<file path="src/rtl/regfile_pkg.sv">
// Shared definitions for the register-file write-back path: widths, requester
// identity and the holding-buffer entry format.
package regfile_pkg;

    localparam int DATA_W   = 64;
    localparam int ADDR_W   = 5;
    localparam int NUM_REGS = 32;
    localparam logic [ADDR_W-1:0] ZERO_REG = 5'd31;

    typedef enum logic {
        REQ_ALU = 1'b0,
        REQ_MEM = 1'b1
    } req_e;

    typedef struct packed {
        logic              valid;
        logic [ADDR_W-1:0] rd;
        logic [DATA_W-1:0] data;
    } wb_entry_t;

endpackage

</file>
<file path="src/rtl/wb_skid_buf.sv">
// One-entry write-back holding buffer. Accepts on valid & ready; the entry is
// released when the arbiter grants it, and may be refilled on that same edge.
module wb_skid_buf
    import regfile_pkg::*;
(
    input  logic              i_clk,
    input  logic              i_reset,
    input  logic              i_valid,
    input  logic [ADDR_W-1:0] i_rd,
    input  logic [DATA_W-1:0] i_data,
    output logic              o_ready,
    input  logic              i_grant,
    output logic              o_full,
    output logic [ADDR_W-1:0] o_rd,
    output logic [DATA_W-1:0] o_data
);

    wb_entry_t r_entry;

    // Ready while granted lets a requester sustain one write per cycle.
    assign o_ready = !i_reset && (!r_entry.valid || i_grant);
    assign o_full  = r_entry.valid;
    assign o_rd    = r_entry.rd;
    assign o_data  = r_entry.data;

    always_ff @(posedge i_clk) begin
        if (i_reset) begin
            r_entry <= '0;
        end else if (i_valid && o_ready) begin
            r_entry <= '{valid: 1'b1, rd: i_rd, data: i_data};
        end else if (i_grant) begin
            r_entry.valid <= 1'b0;
        end
    end

endmodule

</file>
<file path="src/rtl/regfile_wb_arbiter.sv">
// Round-robin write-back arbiter between ALU and load paths, driving the
// registered register-file write port and a per-register busy scoreboard.
module regfile_wb_arbiter
    import regfile_pkg::*;
(
    input  logic                Clk,
    input  logic                Reset,
    input  logic                alu_valid,
    input  logic [ADDR_W-1:0]   alu_rd,
    input  logic [DATA_W-1:0]   alu_data,
    output logic                alu_ready,
    input  logic                mem_valid,
    input  logic [ADDR_W-1:0]   mem_rd,
    input  logic [DATA_W-1:0]   mem_data,
    output logic                mem_ready,
    input  logic                issue_valid,
    input  logic [ADDR_W-1:0]   issue_rd,
    output logic                issue_stall,
    output logic [NUM_REGS-1:0] busy,
    output logic                regWR,
    output logic [ADDR_W-1:0]   Rd,
    output logic [DATA_W-1:0]   dataWrite
);

    logic                w_alu_full;
    logic                w_mem_full;
    logic [ADDR_W-1:0]   w_alu_rd;
    logic [ADDR_W-1:0]   w_mem_rd;
    logic [DATA_W-1:0]   w_alu_data;
    logic [DATA_W-1:0]   w_mem_data;
    logic                w_grant_alu;
    logic                w_grant_mem;
    logic                w_grant;
    logic                w_win_real;
    logic [ADDR_W-1:0]   w_win_rd;
    logic [DATA_W-1:0]   w_win_data;
    logic [NUM_REGS-1:0] w_busy_next;
    logic [NUM_REGS-1:0] r_busy;
    req_e                r_last;

    wb_skid_buf u_alu_buf (
        .i_clk   (Clk),
        .i_reset (Reset),
        .i_valid (alu_valid),
        .i_rd    (alu_rd),
        .i_data  (alu_data),
        .o_ready (alu_ready),
        .i_grant (w_grant_alu),
        .o_full  (w_alu_full),
        .o_rd    (w_alu_rd),
        .o_data  (w_alu_data)
    );

    wb_skid_buf u_mem_buf (
        .i_clk   (Clk),
        .i_reset (Reset),
        .i_valid (mem_valid),
        .i_rd    (mem_rd),
        .i_data  (mem_data),
        .o_ready (mem_ready),
        .i_grant (w_grant_mem),
        .o_full  (w_mem_full),
        .o_rd    (w_mem_rd),
        .o_data  (w_mem_data)
    );

    always_comb begin
        w_grant_alu = w_alu_full && (!w_mem_full || r_last == REQ_MEM);
        w_grant_mem = w_mem_full && !w_grant_alu;
        w_grant     = w_grant_alu || w_grant_mem;
        w_win_rd    = w_grant_alu ? w_alu_rd   : w_mem_rd;
        w_win_data  = w_grant_alu ? w_alu_data : w_mem_data;
        // A granted write to the zero register is consumed without a file write.
        w_win_real  = w_grant && (w_win_rd != ZERO_REG);
    end

    // Clear first, then set, so an issue racing a retiring write stays busy.
    always_comb begin
        w_busy_next = r_busy;
        if (w_win_real) begin
            w_busy_next[w_win_rd] = 1'b0;
        end
        if (issue_valid && (issue_rd != ZERO_REG)) begin
            w_busy_next[issue_rd] = 1'b1;
        end
        w_busy_next[ZERO_REG] = 1'b0;
    end

    always_ff @(posedge Clk) begin
        if (Reset) begin
            r_last    <= REQ_MEM;
            r_busy    <= '0;
            regWR     <= 1'b0;
            Rd        <= '0;
            dataWrite <= '0;
        end else begin
            r_busy <= w_busy_next;
            regWR  <= w_win_real;
            if (w_grant) begin
                r_last <= w_grant_alu ? REQ_ALU : REQ_MEM;
            end
            if (w_win_real) begin
                Rd        <= w_win_rd;
                dataWrite <= w_win_data;
            end
        end
    end

    assign busy        = r_busy;
    assign issue_stall = r_busy[issue_rd];

endmodule

</file>
<file path="config.mk">
export PLATFORM = sky130hd
export DESIGN_NAME = regfile_wb_arbiter
export DESIGN_NICKNAME = d
export VERILOG_FILES = /design/src/rtl/regfile_pkg.sv /design/src/rtl/wb_skid_buf.sv /design/src/rtl/regfile_wb_arbiter.sv
export SDC_FILE = /design/constraint.sdc
export NUM_CORES = 1
export LEC_CHECK = 0
export ABC_AREA = 1
export CAP_MARGIN = 20
export CORE_UTILIZATION = 35
export CTS_BUF_LIST = sky130_fd_sc_hd__clkbuf_8
export DETAILED_ROUTE_END_ITERATION = 8
export SYNTH_ARGS = -nofsm -noshare
export SYNTH_HDL_FRONTEND = slang
export SYNTH_HIERARCHICAL = 1
export SYNTH_SLANG_ARGS = --single-unit
</file>
<file path="constraint.sdc">
create_clock -name Clk -period 2 [get_ports Clk]
set_input_delay 0.2 -clock Clk [delete_from_list [all_inputs] [get_ports Clk]]
set_output_delay 0.2 -clock Clk [all_outputs]
set_load 0.005 [all_outputs]
</file>
==> Flow_metrics.wiki <==
{| class="wikitable"
! Metric !! Value
|-
| Mean number of vias per cell || ~4.6
|-
| Data arrival at the endpoint of the critical path || 1.70 ns
|-
| Flops & latches, synth || 242
|-
| H-tree depth || 2
|-
| Filler-free cell count of the finished design || 2567
|-
| Class of the tightest hold or removal check || in -> reg
|-
| Startpoint of the tightest hold check path || Reset
|-
| Count of endpoints failing setup in the final report || 0
|-
| Top-count cell post-synth || nand2_1
|-
| GRT Overall Usage || 0.218
|-
| Mean instance size in the synthesized netlist || 6.41 um2
|-
| Worst setup EP type || primary output
|-
| Final net count || 2234
|-
| Number of sinks handled by clock tree synthesis || 242
|-
| Overflow left after global routing || 0
|-
| Share of post-route cells with drive strength above 1 || 0.0917
|-
| Vias in the first global route || about 12000
|-
| Number of violations of the max-capacitance limit || 0
|-
| Most common library cells after synthesis || nand2_1, nor2_1, dfxtp_1, inv_1, nand4_1
|-
| Unrepaired setup endpoints after global routing || yes
|-
| Layer with the highest usage || met2
|-
| Main synth FF type || dfxtp_1
|-
| Number of placement rows || 67
|-
| EDFF count, synth || 0
|-
| TritonCTS clock tree || done
|-
| Root buf cell || clkbuf_8
|-
| Detailed-router iteration count before antenna repair || 5
|-
| Power per cell area || about 800 mW/mm2
|-
| TritonCTS buffer count || 44
|-
| First-pass GRT wire length || 61.8 mm
|-
| Final RePlAce weighted congestion || between 0.8 and 0.9
|-
| Core Area || approximately 0.034 mm2
|-
| Final Routed Wirelength || 38.3 mm
|-
| Crit-path max FO || 6
|-
| Post-detailed-route wirelength per cell || 14.9 um
|-
| Distinct cell type count after synthesis || 29
|-
| Clock period minus worst slack || about 1.9 ns
|-
| Initial core utilization || 0.355
|-
| Largest cells by area after synthesis || dfxtp_1, nand2_1, nor2_1, inv_1, nand4_1
|-
| Count of mapped cells out of synthesis || about 1900
|-
| Sequential element share of the synthesized area || 0.407
|-
| Number of remaining DRC errors || 0
|-
| Placed wire-length estimate || 25.5 mm
|-
| Worst setup path startpoint || u_alu_buf/o_full
|-
| Die area || 0.0348 mm2
|-
| Source-to-sink clock delay at the later pin of the worst-skew pair || 0.54 ns
|-
| Width of the die || 187 um
|-
| Largest clock skew in the final design || 0.0156 ns
|-
| IO Pins || 253
|-
| Vertical extent of the die || about 190 um
|-
| Longest Clk Path Bufs || 3
|-
| Mapped Area || about 0.012 mm2
|-
| Number of hold-slack violations in the final timing report || 0
|-
| CTS Hold Buffers Added || 0
|-
| Fin. max-slew vios || 0
|-
| Remaining number of nets flagged by the antenna check after routing || 0
|-
| Largest net degree at the start of global routing || 71
|-
| Setup crit start kind || flip-flop
|-
| Number of cells in the design after placement || 2485
|-
| Port Buffer Count || 251
|-
| Initial antenna violation count || 5
|-
| Post-synth top area cell || dfxtp_1
|-
| Pleak || 7.37 nW
|-
| First DRT Iteration DRCs || 741
|-
| Critical path data required time || 1.80 ns
|-
| Global routing usage on met1 || 0.284
|-
| Worst IR drop on VDD || 0.000417 V
|-
| Met3 Resource Use GR || 0.0408
|-
| Global-route track usage on met2 || 0.362
|-
| Kind of critical path || reg -> out
|-
| Worst R2R Start || u_alu_buf/o_full
|-
| Share of the synthesized area in the top cell type || 0.407
|-
| Overall via count from detail_route || 11933
|-
| Total nets after synthesis || about 2000
|-
| Warning count from the yosys run || 6
|-
| Clk slew on worst S/H paths || 0.06 ns
|-
| Finished Core Util || 0.471
|-
| Area growth syn-to-layout || 32.5%
|-
| FFs w/ async S/R, synth || 0
|-
| Period Utilization, post-route || 0.952
|-
| Outcome || finished clean
|-
| Max Clock Freq || 525 MHz
|}
-- report_power, final --
part / leakage, nW / switching, mW / internal (mW)
sequential: 2.00 / 0.216 / 5.20
clock: 0.515 / 2.03 / 2.60
combinational: 4.86 / 1.26 / 1.04
-- critical path, cell delays in order (launching register included) --
cell     delay (ns)
dfxtp_4        0.39
nor2_1         0.31
nor2_1         0.09
inv_1          0.12
a21oi_1        0.07
buf_2          0.17
-- metrics by stage --
stage / area (um2) / total power [mW] / setup slack [ns] / hold WS, ns / TNS, ns
2_1_floorplan: 11900 / 6.75 / 0.284 / 0.355 / 0
3_3_place_gp: 14900 / 7.79 / -0.205 / 0.451 / -0.205
3_5_place_dp: 14900 / 7.81 / -0.235 / 0.457 / -0.235
4_1_cts: 15800 / 12.5 / -0.0366 / 0.0602 / -0.0366
5_1_grt: 15800 / 13.0 / 0.000641 / 0.114 / 0
6_report: 15800 / 12.3 / 0.0963 / 0.0906 / 0
-- final timing paths --
check,to,cells after the start,slack [ns]
worst min-delay path,u_alu_buf/o_full,2,0.09
worst max register to register,dataWrite[1],10,0.14
worst max-delay path,mem_ready,5,0.1
worst min register to register,Rd[2],2,0.46
-- kinds of logic (layout without fill, tap and decap cells) --
logic type / Yosys count / in the layout / share of synthesized area
and+or+nand+nor: 1201 / 1202 / 0.435
AOI/OAI and AO/OA: 54 / 54 / 0.0273
DFF: 242 / 242 / 0.407
other: 1 / 4 / 0.000315
buffers and inverters: 362 / 617 / 0.131
-- flip-flops by register name (all words and copies together), names as in the netlist --
name	flops
u_alu_buf/o_rd	5
u_mem_buf/o_rd	5
dataWrite	64
busy	31
u_alu_buf/o_data	64
u_mem_buf/o_data	64
Rd	5
u_mem_buf/o_full	1
regWR	1
r_last	1
u_alu_buf/o_full	1
-- cell type report --
cell class | count | area [um2]
fill | 3565 | 17700
multi-input combinational | 1257 | 5570
sequential | 242 | 4860
timing repair buffer | 305 | 3040
inverter | 236 | 892
clock buffer | 52 | 716
tap | 448 | 561
clock inverter | 24 | 146
antenna | 3 | 7.51
-- per-layer routing --
metal / part of all wire / up-vias / routed length, um
met5: 0.00029 / - / 11
met4: 0.025 / 2 / 976
met3: 0.064 / 69 / 2460
met2: 0.46 / 382 / 17500
met1: 0.45 / 5314 / 17400
li1: - / 6166 / -
-- what timing repair did --
action                                 4_1_cts  5_1_grt
setup endpoints to repair                    3       98
endpoints found under the hold margin        0        0
gates resized for setup                     19        9
pin swaps                                    2        1
cloned                                       1        0
buffers inserted                             1        1
-- layout by cell type, fill, tap and decap left out, types with 5 or more instances in the layout --
cell	netlist	layout
nand3_2	10	10
a22oi_1	14	11
a21oi_1	36	36
nand4_1	138	138
inv_1	230	246
buf_12	0	11
nand3_1	61	61
buf_4	8	40
dfxtp_1	242	235
clkbuf_8	0	52
nor2_1	265	265
clkdlybuf4s50_1	0	243
inv_2	4	6
dfxtp_2	0	5
nand2_1	673	672
nor3_1	8	8
nand2_4	5	8
nor2_2	30	30
Power figures use the tool's default switching activity.
